--- src/rtl/enemy_missile_launcher.sv ---
// Single enemy missile: launches from a top-of-screen X toward one of three ground
// targets and walks a Bresenham line one pixel per move tick. Optional trail origin
// outputs are enabled by defining ENEMY_MISSILE_TRAIL_EN.
module enemy_missile_launcher #(
    parameter int COORD_W      = 10,
    parameter int TOP_Y        = 0,
    parameter int GROUND_Y     = 440,
    parameter int TARGET_X0    = 80,
    parameter int TARGET_X1    = 320,
    parameter int TARGET_X2    = 560,
    parameter int MOVE_DIV     = 2,
    parameter int COOLDOWN_CYC = 8
) (
    input  logic               clk,
    input  logic               reset,
    input  logic [2:0]         target_sel,
    input  logic [COORD_W-1:0] spawn_x,
    input  logic               launch_req,
    input  logic               frame_tick,
    input  logic               destroyed,
    output logic [COORD_W-1:0] missile_x,
    output logic [COORD_W-1:0] missile_y,
    output logic               active,
    output logic               busy,
    output logic               impact,
    output logic [1:0]         impact_target,
    output logic               killed
`ifdef ENEMY_MISSILE_TRAIL_EN
    ,
    output logic [COORD_W-1:0] trail_x0,
    output logic [COORD_W-1:0] trail_y0
`endif
);

    localparam int E_W  = COORD_W + 2;
    localparam int DIV_W = (MOVE_DIV > 1) ? $clog2(MOVE_DIV) : 1;
    localparam int CD_W  = (COOLDOWN_CYC > 1) ? $clog2(COOLDOWN_CYC) : 1;
    localparam logic [COORD_W-1:0] TOP_C = COORD_W'(TOP_Y);
    localparam logic [COORD_W-1:0] GND_C = COORD_W'(GROUND_Y);
    localparam logic [COORD_W-1:0] DY    = COORD_W'(GROUND_Y - TOP_Y);

    typedef enum logic [1:0] {IDLE, FLY, IMPACT, COOLDOWN} state_t;

    state_t                  state, state_n;
    logic [COORD_W-1:0]      x, x_n, y, y_n, tx, tx_n, dx, dx_n;
    logic [COORD_W-1:0]      remaining, rem_n;
    logic                    sx_neg, sx_neg_n;
    logic signed [E_W-1:0]   err, err_n, e2, dx_s, dy_s;
    logic [DIV_W-1:0]        div_cnt, div_n;
    logic [CD_W-1:0]         cd_cnt, cd_n;
    logic [1:0]              tgt, tgt_n;
    logic                    killed_q, killed_n;

    logic [COORD_W-1:0]      launch_tx, launch_dx, launch_rem;
    logic [1:0]              launch_tgt;
    logic                    launch_neg;
    logic signed [E_W-1:0]   launch_err;

    // Indices 3..7 are not real targets; they fold onto the centre one.
    always_comb begin
        launch_tx  = COORD_W'(TARGET_X1);
        launch_tgt = 2'd1;
        case (target_sel)
            3'd0: begin
                launch_tx  = COORD_W'(TARGET_X0);
                launch_tgt = 2'd0;
            end
            3'd2: begin
                launch_tx  = COORD_W'(TARGET_X2);
                launch_tgt = 2'd2;
            end
            default: ;
        endcase
        launch_neg = 1'b0;
        launch_dx  = launch_tx - spawn_x;
        if (launch_tx < spawn_x) begin
            launch_neg = 1'b1;
            launch_dx  = spawn_x - launch_tx;
        end
        launch_err = $signed({2'b00, launch_dx}) - $signed({2'b00, DY});
        launch_rem = (launch_dx > DY) ? launch_dx : DY;
    end

    always_comb begin
        state_n  = state;
        x_n      = x;
        y_n      = y;
        tx_n     = tx;
        dx_n     = dx;
        sx_neg_n = sx_neg;
        err_n    = err;
        rem_n    = remaining;
        div_n    = div_cnt;
        cd_n     = cd_cnt;
        tgt_n    = tgt;
        killed_n = 1'b0;
        dx_s     = $signed({2'b00, dx});
        dy_s     = $signed({2'b00, DY});
        e2       = err + err;
        case (state)
            IDLE: begin
                if (launch_req) begin
                    state_n  = FLY;
                    x_n      = spawn_x;
                    y_n      = TOP_C;
                    tx_n     = launch_tx;
                    dx_n     = launch_dx;
                    sx_neg_n = launch_neg;
                    err_n    = launch_err;
                    rem_n    = launch_rem;
                    tgt_n    = launch_tgt;
                    div_n    = '0;
                end
            end
            FLY: begin
                // A kill on the same cycle as the last step suppresses the impact.
                if (destroyed) begin
                    state_n  = COOLDOWN;
                    cd_n     = '0;
                    killed_n = 1'b1;
                end else if (frame_tick) begin
                    if (div_cnt == DIV_W'(MOVE_DIV - 1)) begin
                        div_n = '0;
                        if (e2 > -dy_s) begin
                            err_n = err_n - dy_s;
                            x_n   = sx_neg ? (x - COORD_W'(1)) : (x + COORD_W'(1));
                        end
                        if (e2 < dx_s) begin
                            err_n = err_n + dx_s;
                            y_n   = y + COORD_W'(1);
                        end
                        rem_n = remaining - COORD_W'(1);
                        if (remaining == COORD_W'(1)) begin
                            state_n = IMPACT;
                            x_n     = tx;
                            y_n     = GND_C;
                        end
                    end else begin
                        div_n = div_cnt + DIV_W'(1);
                    end
                end
            end
            IMPACT: begin
                state_n = COOLDOWN;
                cd_n    = '0;
            end
            COOLDOWN: begin
                if (cd_cnt == CD_W'(COOLDOWN_CYC - 1)) begin
                    state_n = IDLE;
                end else begin
                    cd_n = cd_cnt + CD_W'(1);
                end
            end
            default: state_n = IDLE;
        endcase
    end

    always_ff @(posedge clk) begin
        if (reset) begin
            state     <= IDLE;
            x         <= '0;
            y         <= '0;
            tx        <= '0;
            dx        <= '0;
            sx_neg    <= 1'b0;
            err       <= '0;
            remaining <= '0;
            div_cnt   <= '0;
            cd_cnt    <= '0;
            tgt       <= '0;
            killed_q  <= 1'b0;
        end else begin
            state     <= state_n;
            x         <= x_n;
            y         <= y_n;
            tx        <= tx_n;
            dx        <= dx_n;
            sx_neg    <= sx_neg_n;
            err       <= err_n;
            remaining <= rem_n;
            div_cnt   <= div_n;
            cd_cnt    <= cd_n;
            tgt       <= tgt_n;
            killed_q  <= killed_n;
        end
    end

`ifdef ENEMY_MISSILE_TRAIL_EN
    always_ff @(posedge clk) begin
        if (reset) begin
            trail_x0 <= '0;
            trail_y0 <= '0;
        end else if (state == IDLE && launch_req) begin
            trail_x0 <= spawn_x;
            trail_y0 <= TOP_C;
        end
    end
`endif

    assign missile_x     = x;
    assign missile_y     = y;
    assign active        = (state == FLY);
    assign busy          = (state != IDLE);
    assign impact        = (state == IMPACT);
    assign impact_target = tgt;
    assign killed        = killed_q;

endmodule

--- config.mk ---
export PLATFORM = sky130hd
export DESIGN_NAME = enemy_missile_launcher
export DESIGN_NICKNAME = d
export VERILOG_FILES = /design/src/rtl/enemy_missile_launcher.sv
export SDC_FILE = /design/constraint.sdc
export NUM_CORES = 1
export LEC_CHECK = 0
export ABC_AREA = 1
export CAP_MARGIN = 30
export CORE_ASPECT_RATIO = 0.7
export CORE_MARGIN = 3
export CORE_UTILIZATION = 35
export CTS_BUF_LIST = sky130_fd_sc_hd__clkbuf_4 sky130_fd_sc_hd__clkbuf_8
export DETAILED_ROUTE_END_ITERATION = 8
export DONT_BUFFER_PORTS = 1
export PLACE_DENSITY = 0.51
export SYNTH_ARGS = -nofsm -noshare
export SYNTH_HDL_FRONTEND = slang
export SYNTH_SLANG_ARGS = --single-unit
--- constraint.sdc ---
create_clock -name clk -period 3.2 [get_ports clk]
set_input_delay 0.48 -clock clk [delete_from_list [all_inputs] [get_ports clk]]
set_output_delay 0.48 -clock clk [all_outputs]
set_load 0.1 [all_outputs]
* Word-level counts from Yosys, hierarchy flattened
Index checks and enable logic that the tools add are counted.
Word-level totals: memories 0, latch bits 0, bits in read-only memories 0, bits in registers 72, word-level logic and storage cells 112, input port bits 18, output and inout port bits 26, bits in writable memories 0
Operators by class: add/subtract/negate cells 12, div/mod/pow operators 0, muxes and demuxes 52, multiply operators 0, $lt $le $gt $ge 4, eq/ne operators 18, shifts and indexed selects 0, bitwise logic cells 1, reductions and logical operators 13
Operator list (number):
- 10-bit two-way mux | 19
- 12-bit two-way mux | 10
- 10-bit case mux with 2 select lines | 4
- 12-bit case mux with 2 select lines | 1
- 10-bit by 1-bit adder with 10-bit output, second input constant | 2
- 10-bit by 1-bit subtractor with 10-bit output, second input constant | 2
- 10-bit subtractor | 2
- 12-bit by 11-bit adder with 12-bit output | 1
- 12-bit adder | 1
- 12-bit by 10-bit > comparator with 1-bit output, second input constant | 1
- 12-bit by 11-bit less-than comparator with 1-bit output | 1
- 2-bit two-way mux | 6
- 2-bit inequality test, second input constant | 6
- 6-bit AND reduction | 2
- 12-bit by 10-bit subtractor with 12-bit output, second input constant | 1
- 10-bit by 9-bit subtractor with 11-bit output, second input constant | 1
- 10-bit by 1-bit equality test with 1-bit output, second input constant | 1
- 10-bit by 9-bit > comparator with 1-bit output, second input constant | 1
- 10-bit less-than comparator | 1
- 5-bit AND reduction | 2
- 3-bit case mux with 3 select lines | 1
- 2-bit case mux with 4 select lines | 1
- 1-bit two-way mux | 6
- 3-bit two-way mux | 2
- 21 further kinds | 25

* Logic depth before layout (Yosys ltp)
depth after elaboration 13, depth in mapped cells 22, mapped depth without buffers 22

* Worst setup path after synthesis
No wires, ideal clock.
path kind input-to-reg, start input target_sel[2], end register err[9], library setup time 0.113 ns, path buffers 1, path slack 0.366 ns, data required time 3.087 ns, arrival time 2.721 ns, stages on the path 20, cell sequence nor2_1 > nand2_1 > inv_1 > ha_1 > nand2_2 > inv_1 > a21oi_4 > nand2_4 > buf_6 > nand2_2 > o21ai_2 > inv_2 > ha_1 > nand2_1 > nand2_2 > nand2_2 > nand2_4 > nand3_1 > nand3_1 > nand2_1
On the way: cells in the longest elaborated chain, start to end 7, elaborated cells between the ends (all ways) 10, those cells by class add/sub (3); order compare (1); eq/ne (1); mux (4); reduce/logical (1)
Ends and longest elaborated chain:
- start, declared | RTL line 16 | input logic [2:0] target_sel,
- 3-bit by 2-bit equality test with 1-bit output / 3-bit logical NOT (equally long branches) | RTL line 63 | case (target_sel)
- 10-bit case mux with 2 select lines (*) | RTL line 63
- net launch_tx[6] | RTL line 54 | logic [COORD_W-1:0] launch_tx, launch_dx, launch_rem;
- 10-bit less-than comparator (*) | RTL line 76 | if (launch_tx < spawn_x) begin
- 10-bit two-way mux (*) | RTL line 76
- net launch_dx[3] | RTL line 54
- 10-bit by 9-bit subtractor with 11-bit output (*) | RTL line 80 | launch_err = $signed({2'b00, launch_dx}) - $signed({2'b00, DY});
- 12-bit two-way mux (*) | RTL line 102 | if (launch_req) begin
- 12-bit case mux with 2 select lines (*) | RTL line 100 | case (state)
- end signal, assigned | RTL line 179 | err <= err_n;
- end, declared | RTL line 48 | logic signed [E_W-1:0] err, err_n, e2, dx_s, dy_s;
Mark *: on every way through the listed nets, which the timed path passes. The rest lies on a longest branch. The select of a mux whose other input is x is not followed. A chain may end at the register's enable or synchronous reset.

* Final worst setup path
start register err[3], end register err[10]
On the way: cells in the longest elaborated chain, start to end 13, elaborated cells between the ends (all ways) 15, those cells by class add/sub (3); order compare (2); mux (10)
Ends and longest elaborated chain:
- 12-bit adder | RTL line 99 | e2 = err + err;
- 12-bit by 10-bit > comparator with 1-bit output | RTL line 124 | if (e2 > -dy_s) begin
- 12-bit two-way mux | RTL line 124
- 12-bit two-way mux | RTL line 122 | if (div_cnt == DIV_W'(MOVE_DIV - 1)) begin
- 12-bit two-way mux | RTL line 121 | end else if (frame_tick) begin
- 12-bit two-way mux | RTL line 117 | if (destroyed) begin
- 12-bit two-way mux | RTL line 100
- 12-bit by 11-bit adder with 12-bit output | RTL line 129 | err_n = err_n + dx_s;
- 12-bit two-way mux (*) | RTL line 128 | if (e2 < dx_s) begin
- 12-bit two-way mux (*) | RTL line 122
- 12-bit two-way mux (*) | RTL line 121
- 12-bit two-way mux (*) | RTL line 117
- 12-bit case mux with 2 select lines (*) | RTL line 100
Mark *: on every way between the ends. The rest lies on a longest branch, timed or not. The select of a mux whose other input is x is not followed.

==> results.sh <==
export IMPL_rsz0062_at_grt="false"
export IMPL_seq_area_sq_um=1270
export IMPL_yosys_top_cells_area="dfxtp_1 (22%), nand2_1 (12%), ha_1 (11%)"
export IMPL_ys_ff_latch=63
export IMPL_synth_nets=958
export IMPL_nets=987
export IMPL_die_y_um=113
export IMPL_num_vias=5617
export IMPL_fin_setup_tns_ps=0
export IMPL_p_leak_nw=3.14
export IMPL_reg2reg_to="err[10]$_SDFFE_PP0P_"
export IMPL_netlist_area_leader_share_pct=22.2
export IMPL_rows=38
export IMPL_cts_root_buf="clkbuf_8"
export IMPL_seq_power_share_pct=20.6
export IMPL_p_switching_mw=3.41
export IMPL_grt_first_pass_wirelength_um=28200
export IMPL_postRouteAntennaNets=0
export IMPL_power_density_nw_per_um2=960
export IMPL_slew_violations=0
export IMPL_finClkSkew_ps=15.8
export IMPL_startpoint_type="flip-flop"
export IMPL_outcome="complete, no violations"
export IMPL_dieArea_sq_um=17800
export IMPL_yosysTopAreaCell="dfxtp_1"
export IMPL_synth_cell_types=46
export IMPL_min_from="reset"
export IMPL_ios=44
export IMPL_cts_max_path_buffers=2
export IMPL_clock_sinks=63
export IMPL_crit_path_end_kind="flip-flop"
export IMPL_first_pass_iters=5
export IMPL_critPathMaxFanout=9
export IMPL_crit_type="flip-flop to flip-flop"
export IMPL_ys_seq_area_share_pct=22.2
export IMPL_drt_iter0_markers=377
export IMPL_tightest_slew_ps=971
export IMPL_p_clk_share_pct=13.5
export IMPL_synth_edff_count=0
export IMPL_cts_tree="yes"
export IMPL_crit_arrival_ps=3180
export IMPL_syn_area_per_cell_sq_um=6.40
export IMPL_ys_warn_count=0
export IMPL_min_period_ps=2910
export IMPL_synthCells=887
export IMPL_core_area_sq_um=15700
export IMPL_grt_usage_pct=19.9
export IMPL_p_int_mw=2.72
export IMPL_synth_area_sq_um=5680
export IMPL_synth_main_ff_cell="dfxtp_1"
export IMPL_r2r_cells=18
export IMPL_area_growth_pct=12.4
export IMPL_synth_async_reset_ratio_pct=0
export IMPL_worstHoldPathType="input pin to flip-flop"
export IMPL_fillCellCount=1698
export IMPL_relSlewSlack_pct=35.2
export IMPL_pwr_share_comb_pct=66.0
export IMPL_cts_hold_buf=0
export IMPL_ctsHtreeMaxLevel=3
export IMPL_min_to="state[0]$_SDFFE_PP0P_"
export IMPL_rrSetupSlack_ps=290
export IMPL_start_util_pct=36.2
export IMPL_drv_cap=0
export IMPL_numCtsBuffers=9
export IMPL_port_buffers=0
export IMPL_wl_per_cell_um=15.4
export IMPL_antenna_found_initial=0
export IMPL_min_period_over_period_pct=91.0
export IMPL_swShare_pct=55.7
export IMPL_cp_data_required_time_ps=3460
export IMPL_die_x_um=158
export IMPL_power_mw=6.13
export IMPL_hold_viol=0
export IMPL_vias_per_cell=5.01
export IMPL_wl_um=17300
export IMPL_multiInputGateArea_sq_um=3820
export IMPL_globalplace_congestion=0.906
export IMPL_worstHoldPathCells=1
export IMPL_drive_gt1_share_pct=13.6
export IMPL_dp_hpwl_um=13500
export IMPL_fmax_ghz=0.343
export IMPL_setup_viol=0
export IMPL_drc=0
export IMPL_grt_max_degree=26
export IMPL_clkLatencyLatePin_ps=370
export IMPL_grt_pass1_vias=5286
export IMPL_insertedDiodeCount=0
export IMPL_ir_worst_vdd_uv=525
export IMPL_reg2reg_from="err[3]$_SDFFE_PP0P_"
export IMPL_grt_ovfl_total=0
export IMPL_path_clk_slew_ps=90
worst max-delay path by stage:
stage                                   start  cells past startpoint              endpoint  slack [ps]
after global routing      err[3]$_SDFFE_PP0P_                     22   err[9]$_SDFFE_PP0P_           8
after floorplan                 target_sel[2]                     20   err[9]$_SDFFE_PP0P_         370
final                     err[3]$_SDFFE_PP0P_                     18  err[10]$_SDFFE_PP0P_         290
after detailed placement  err[3]$_SDFFE_PP0P_                     17   err[6]$_SDFFE_PP0P_         100
after CTS                 err[3]$_SDFFE_PP0P_                     17   err[6]$_SDFFE_PP0P_          80
after global placement    err[3]$_SDFFE_PP0P_                     17   err[6]$_SDFFE_PP0P_         100
critical path: stages (launching register included):
cell and delay [ps]:
dfxtp_2 380, inv_1 90, ha_1 190, o21ai_0 150, a21oi_1 80, nand3_1 130, nand2_4 130, xor2_1 230
ha_1 320, a21oi_1 250, nor2_1 80, o21ai_0 220, o2111ai_2 170, nand2_1 110, nand2_1 50, nand3_1 60
nand3_1 80, nand2_1 60, inv_1 30
synth_stat cells, types with 4 or more instances:
| master | count |
|---|---|
| nand2_1 | 179 |
| inv_1 | 124 |
| nor2_1 | 97 |
| a21oi_1 | 74 |
| o21ai_0 | 72 |
| dfxtp_1 | 63 |
| nand3_1 | 62 |
| ha_1 | 50 |
| xor2_1 | 24 |
| nand2_2 | 12 |
| clkbuf_1 | 11 |
| inv_2 | 11 |
| nand2_4 | 10 |
| a31oi_1 | 8 |
| nand3_2 | 7 |
| nand4_1 | 7 |
| nor3_1 | 7 |
| a21oi_2 | 6 |
| nor2_2 | 6 |
| xnor2_1 | 5 |
| nor2_4 | 4 |
| o21bai_1 | 4 |
| o22ai_1 | 4 |
kinds of logic (layout without fill, tap and decap cells):
kind of cell    Yosys count  count (layout)  synth area share [%]
compound gates          184             184                  17.9
xor+xnor                 29              29                  4.47
fa+ha+maj                53              53                  12.1
buf+inv                 157             191                  10.8
flops                    63              63                  22.2
simple gates            401             401                  32.5
repair_timing:
action	4_1_cts	5_1_grt
resized for setup	0	9
setup endpoints to repair	0	6
setup buffers	0	0
layout make-up:
type                       count  area share, %
multi-input combinational    667           59.8
clock inverter                 6           1.47
timing repair buffer          38           4.70
sequential                    63           19.8
inverter                     137           8.08
clock buffer                  10           2.16
tap                          200           3.92
metal layers:
layer  vias to the layer above  wire [um]  GRT usage [%]
met5                         -          0              0
met4                         0        125           3.44
met3                        13       1140           4.78
met2                       133       6790           28.4
met1                      2522       9190           30.6
li1                       2949          -              -
cells in the final DEF (no fill, tap or decap), types with 12 or more instances in the layout:
cell type / n
nor2_1: 97
a21oi_1: 74
o21ai_0: 70
inv_2: 12
dfxtp_1: 59
nand3_1: 62
xor2_1: 24
inv_1: 123
buf_4: 35
ha_1: 49
nand2_1: 179
state kept, by name (all words and copies together) (netlist names):
| name | cells |
|---|---|
| dx | 10 |
| sx_neg | 1 |
| tx | 3 |
| div_cnt | 1 |
| impact_target | 1 |
| killed | 1 |
| missile_x | 10 |
| remaining | 10 |
| cd_cnt | 3 |
| err | 11 |
| state | 2 |
| missile_y | 10 |
power by group through the flow:
stage | Combinational [mW] | Clock (mW) | Sequential, mW
2_1_floorplan | 2.55 | 0 | 1.72
3_3_place_gp | 3.98 | 0 | 1.30
3_5_place_dp | 4.00 | 0 | 1.27
4_1_cts | 4.02 | 0.848 | 1.25
5_1_grt | 4.53 | 0.883 | 1.29
6_report | 4.04 | 0.827 | 1.26
metrics by stage:
| step | std cells | hold WS, ps | setup slack, ps | instance area (sq um) | utilization, % |
|---|---|---|---|---|---|
| finish | 1121 | 182 | 287 | 6380 | 40.7 |
| global route | 1121 | 153 | 8.36 | 6380 | 40.7 |
| CTS | 1120 | 160 | 77.4 | 6360 | 40.5 |
| detailed placement | 1104 | 444 | 97.0 | 6130 | 39.1 |
| global placement | 1102 | 447 | 102 | 6100 | 38.9 |
| floorplan | 887 | 435 | 366 | 5680 | - |
Power figures use the tool's default switching activity.
==> edit 1: new RTL, same settings <==
Add a define of `ENEMY_MISSILE_TRAIL_EN`.
--- a/src/rtl/enemy_missile_launcher.sv
+++ b/src/rtl/enemy_missile_launcher.sv
@@ -3,2 +3,4 @@
 // outputs are enabled by defining ENEMY_MISSILE_TRAIL_EN.
+`define ENEMY_MISSILE_TRAIL_EN
+
 module enemy_missile_launcher #(
Behaviour (old outputs only; new: trail_x0 and trail_y0): unchanged (equiv_simple and equiv_induct, registers matched by name and starting in step).
==> edit 1 against the unedited design <==
- sequential share of layout area is 1.6 points higher
- synthesized area is 5.6% higher
- final cell count increased by 5.7%
- wire length up 6.2%
- clock skew fell by 1.6 ps
- critical path depth increased by 2
- worst setup slack worse by 69 ps
- clock power grew 11%
- sequential cell count rose by 9
- synthesized cell count up 5.0%
- total power is 7.9% higher
- design area up 5.5%
- largest power group unchanged
- highest routed layer unchanged
==> edit 1: results (changes against the unedited design) <==
Critical Path Source -> err[3] (unchanged)
Clock slew at reported path FFs -> 90 ps (about the same)
Vias in the first global route -> 5342 (was 5286)
Max Buffers Root-to-Sink -> 2 (unchanged)
Type of the worst setup path -> flop to flop (unchanged)
Synth top cells by count -> nand2_1 (191), inv_1 (130), a21oi_1 (92), nor2_1 (81), o21ai_0 (78) (was nand2_1 (179), inv_1 (124), nor2_1 (97), a21oi_1 (74), o21ai_0 (72))
Reg2reg end -> err[8] (was err[10])
Largest register FFs -> 11 (unchanged)
Worst hold slack -> 171.4 ps (was 181.7 ps)
First DRT Iteration DRCs -> 527 (was 377)
Peak VDD IR -> 868.3 uV (was 524.8 uV)
Placed Area -> 6452 um2 (was 6130 um2)
Wire per inst -> 15.45 um (was 15.39 um)
Post-synthesis cell type count -> 49 (was 46)
Slew at the pin with the worst max-slew slack -> 990.4 ps (was 971.1 ps)
Seq pwr share -> 24.9% (was 20.6%)
Crit Path Max Fanout -> 8 (was 9)
GPL Wtd Cong -> 0.8648 (was 0.9063)
R2R setup slack -> 220 ps (was 290 ps)
WHS Path Cells -> 1 (unchanged)
Placed wire-length estimate -> 13970 um (was 13460 um)
Tot Pwr -> 0.006611 W (was 0.006129 W)
Post-cts resize count -> 0 (unchanged)
Clock share of power -> 13.9% (was 13.5%)
# fillers -> 1784 (was 1698)
Setup Skew -> 14.19 ps (was 15.75 ps)
Data arrival, critical path -> 3240 ps (was 3180 ps)
Fraction of registers with async set/reset -> 0% (unchanged)
Leading post-synthesis cells by cell area -> dfxtp_1 (24%), nand2_1 (12%), ha_1 (11%) (was dfxtp_1 (22%), nand2_1 (12%), ha_1 (11%))
Fin nets -> 1028 (was 987)
R2R depth -> 20 (was 18)
First-pass GRT wire length -> 29680 um (was 28240 um)
Switching share of power -> 56.12% (was 55.70%)
Total GRT Usage -> 19.93% (was 19.94%)
Syn Inst Count -> 931 (was 887)
Layout cells sized above 1 -> 11.98% (was 13.57%)
Sequential-to-total area share from yosys stat -> 24.04% (was 22.21%)
Run status -> finished clean (unchanged)
Port Buffer Count -> 0 (unchanged)
Yosys warns -> 0 (unchanged)
Largest net degree at the start of global routing -> 32 (was 26)
Pleak -> 3.258 nW (was 3.137 nW)
WHS Endpoint -> cd_cnt[1] (was state[0])
Via count -> 5882 (was 5617)
Hold Startpoint -> reset (unchanged)
Number of CTS-inserted buffers -> 9 (unchanged)
Post-CTS Setup Repair Bufs -> 0 (unchanged)
CTS HTree Levels -> 3 (unchanged)
Worst R2R Start -> err[3] (unchanged)
Via-per-instance ratio -> 4.964 (was 5.011)
Top FF cell, synth -> dfxtp_1 (unchanged)
Ant. Diodes -> 0 (unchanged)
Fin crit share -> 93.21% (was 91.04%)
Share of the core filled with cells -> 40.72% (was 40.68%)
Antenna violations before repair -> 0 (unchanged)
Worst slack at placement -> 115.8 ps (was 96.96 ps)
[edit 1: changes by cell type after synthesis, moves of 6 or more]
cell | before | now
a21oi_1 | 74 | 92
nor2_1 | 97 | 81
nand2_1 | 179 | 191
buf_4 | 3 | 14
dfxtp_1 | 63 | 72
clkbuf_1 | 11 | 19
nand3_1 | 62 | 70
xor2_1 | 24 | 16
inv_1 | 124 | 130
nand2_4 | 10 | 4
o21ai_0 | 72 | 78
[edit 1: layer usage]
layer  wire, um  GRT usage [%]
met5          0              0
met4        159          3.409
met3       1231          4.680
met2       6813          26.74
met1      10110          31.89
[edit 1: critical path, cell delays in order, from the launching register on]
cell	delay, ps
dfxtp_2	350
inv_1	120
ha_1	160
nand2_1	70
nor3_2	160
nand2_1	80
o211ai_1	100
nand2_2	140
inv_2	160
o21ai_0	100
nand2_1	70
inv_1	50
ha_1	330
a21o_1	220
a21oi_1	130
nand2_1	100
xor2_1	150
nand3_1	80
nand2_1	60
a21oi_1	140
a21oi_1	80
[edit 1: cell families (layout without fill, tap and decap cells)]
logic type | count (synthesis) | count (layout) | synth area share, %
AND/OR/NAND/NOR | 402 | 402 | 30.24
buffers and inverters | 176 | 196 | 12.17
AO/OA/AOI/OAI | 205 | 205 | 18.78
adder cells (fa/ha/maj) | 54 | 54 | 11.64
XOR/XNOR | 21 | 21 | 3.068
other | 1 | 10 | 0.06254
flip-flops | 72 | 72 | 24.04
[edit 1: final cells by class]
class / count / area share (%)
Sequential cell: 72 / 21.43
Clock buffer: 10 / 1.950
Clock inverter: 5 / 1.579
Tap cell: 225 / 4.179
Inverter: 139 / 7.782
Timing Repair Buffer: 42 / 5.516
Multi-Input combinational cell: 692 / 57.56
==> edit 2: new RTL, config.mk and constraints unchanged <==
Without the edit above. Register the input `target_sel` before use, with the module's reset. The logic sees it one clock later. The other inputs are not delayed to match.
--- a/src/rtl/enemy_missile_launcher.sv
+++ b/src/rtl/enemy_missile_launcher.sv
@@ -43,2 +43,12 @@
 
+    logic [2:0] target_sel_q;
+
+    always_ff @(posedge clk) begin
+        if (reset) begin
+            target_sel_q <= '0;
+        end else begin
+            target_sel_q <= target_sel;
+        end
+    end
+
     state_t                  state, state_n;
@@ -62,3 +72,3 @@
         launch_tgt = 2'd1;
-        case (target_sel)
+        case (target_sel_q)
             3'd0: begin
Behaviour: not the same (Yosys sat finds a counterexample within 4 cycles, from zero or initial values and one cycle with reset high).
==> edit 2 against the unedited design <==
- sequential cell count is 3 higher
- total power is 4.8% lower
- wire length hardly changed
- design area is 2.6% lower
- final cell count is 3.6% lower
- sequential share of layout area is 1.5 points higher
- synthesized cell count is 4.4% lower
- clock power is 16% lower
- worst setup slack worse by 100 ps
- via count is 2.5% lower
- synthesized area is 2.8% lower
- largest cell class unchanged
- highest routed layer unchanged
==> edit 2: results (changes against the unedited design) <==
Vias in the first global route -> 4972 (was 5286)
Syn_nets -> 919 (was 958)
Antenna violations before repair -> 0 (unchanged)
Placed Area -> 5979 um2 (was 6130 um2)
Peak VDD IR -> 590.3 uV (was 524.8 uV)
First-pass GRT wire length -> 27500 um (was 28240 um)
Global route overflow -> 0 (unchanged)
Delay-heaviest family, CP -> simple AND/OR/NAND/NOR gates (was compound AO/OA/AOI/OAI gates)
Synth top cells by count -> nand2_1 (157), inv_1 (114), a21oi_1 (87), nor2_1 (83), o21ai_0 (82) (was nand2_1 (179), inv_1 (124), nor2_1 (97), a21oi_1 (74), o21ai_0 (72))
Leading post-synthesis cells by cell area -> dfxtp_1 (24%), ha_1 (11%), nand2_1 (11%) (was dfxtp_1 (22%), nand2_1 (12%), ha_1 (11%))
Max transition margin -> 31.23% (was 35.17%)
Run status -> finished clean (unchanged)
Fraction of registers with async set/reset -> 0% (unchanged)
Total GRT Usage -> 19.86% (was 19.94%)
Slowest Stage Delay on Critical Path -> 340 ps (was 380 ps)
Crit Path Max Fanout -> 9 (unchanged)
Crit-path slowest cell -> ha_1 (was dfxtp_2)
Largest net degree at the start of global routing -> 41 (was 26)
Post-synthesis cell type count -> 46 (unchanged)
Fin nets -> 952 (was 987)
Pleak -> 2.932 nW (was 3.137 nW)
Max Buffers Root-to-Sink -> 2 (unchanged)
Data arrival, critical path -> 3250 ps (was 3180 ps)
Via count -> 5475 (was 5617)
Root Driver -> clkbuf_8 (unchanged)
Layout cells sized above 1 -> 13.32% (was 13.57%)
Yosys warns -> 0 (unchanged)
Finished Layout Cells -> 1081 (was 1121)
GPL Wtd Cong -> 0.9008 (was 0.9063)
Port Buffer Count -> 0 (unchanged)
Largest register FFs -> 11 (unchanged)
Top FF cell, synth -> dfxtp_1 (unchanged)
HP Class -> input port to flop (unchanged)
Number of CTS-inserted buffers -> 9 (unchanged)
CTS HTree Levels -> 3 (unchanged)
First DRT Iteration DRCs -> 454 (was 377)
Clock Latency Late Sink -> 360 ps
Setup Skew -> 11.48 ps (was 15.75 ps)
Syn_area_per_cell -> 6.510 um2 (was 6.403 um2)
Pint -> 0.002531 W (was 0.002715 W)
Wire per inst -> 15.94 um (was 15.39 um)
DRT Pass-1 Iters -> 5 (unchanged)
Most flops, register -> err (unchanged)
Ant. Diodes -> 0 (unchanged)
Placed wire-length estimate -> 13330 um (was 13460 um)
Sequential-to-total area share from yosys stat -> 23.93% (was 22.21%)
Clock slew at reported path FFs -> 90 ps (about the same)
edit 2: cell types whose count changed after synthesis, sizes merged, moves of 3 or more:
cell and change:
nand3b +6, dfxtp +3, nor2 -19, a21oi +9, nand2 -24, o211ai +3
inv -16, o21ai +11, buf +3, nand3 -15
edit 2: logic make-up after synthesis:
group,after synthesis,synth area share (%)
buf+inv,144,10.36
compound gates,205,20.24
xor+xnor,27,4.284
fa+ha+maj,53,12.42
simple gates,353,28.76
flops,66,23.93
edit 2: final timing paths:
path	to	slack, ps	cells after the start	startpoint
worst max-delay path	remaining[4]	180	21	target_sel_q[2]
worst min-delay path	err[1]	180	1	reset
worst max register to register	remaining[4]	180	21	target_sel_q[2]
worst min register to register	cd_cnt[1]	480	2	cd_cnt[1]
edit 2: timing repair:
action / in CTS / in global routing
buffers inserted: 0 / 1
endpoints found under the hold margin: 0 / 0
hold buffers: 0 / 0
endpoints found under the setup margin: 0 / 6
gates resized for setup: 0 / 17
edit 2: final cells by class:
| cell class | count | area (um2) |
|---|---|---|
| fillers | 1580 | 8827 |
| multi-input cells | 638 | 3665 |
| flip-flops and latches | 66 | 1326 |
| inverters | 119 | 446.7 |
| repair buffers | 46 | 345.3 |
| well taps | 195 | 244.0 |
| clock buffers | 9 | 123.9 |
| clock inverters | 7 | 60.06 |
| repair inverters | 1 | 7.507 |
edit 2: layer usage:
layer / vias to the layer above / track usage [%] / part of all wire (%)
met1: 2457 / 32.57 / 55
met2: 144 / 25.59 / 37
met3: 11 / 4.487 / 6.4
met5: - / 0 / 0
met4: 0 / 3.965 / 0.84
li1: 2863 / - / -
edit 2: power by group through the flow:
stage / clock, W / sequential [W] / combinational [W]
floorplan: 0 / 0.00171 / 0.00239
global placement: 0 / 0.00130 / 0.00379
detailed placement: 0 / 0.00130 / 0.00376
CTS: 0.000719 / 0.00128 / 0.00378
global route: 0.000762 / 0.00132 / 0.00429
finish: 0.000694 / 0.00129 / 0.00385
edit 2: metrics by stage:
step	worst slack, ps	total power (W)	util, %
finish	183.2	0.005835	41.33
global placement	72.89	0.005087	39.74
detailed placement	150.2	0.005053	39.74
CTS	108.6	0.005777	40.96
floorplan	505.1	0.004102	-
global route	1.579	0.006372	41.33
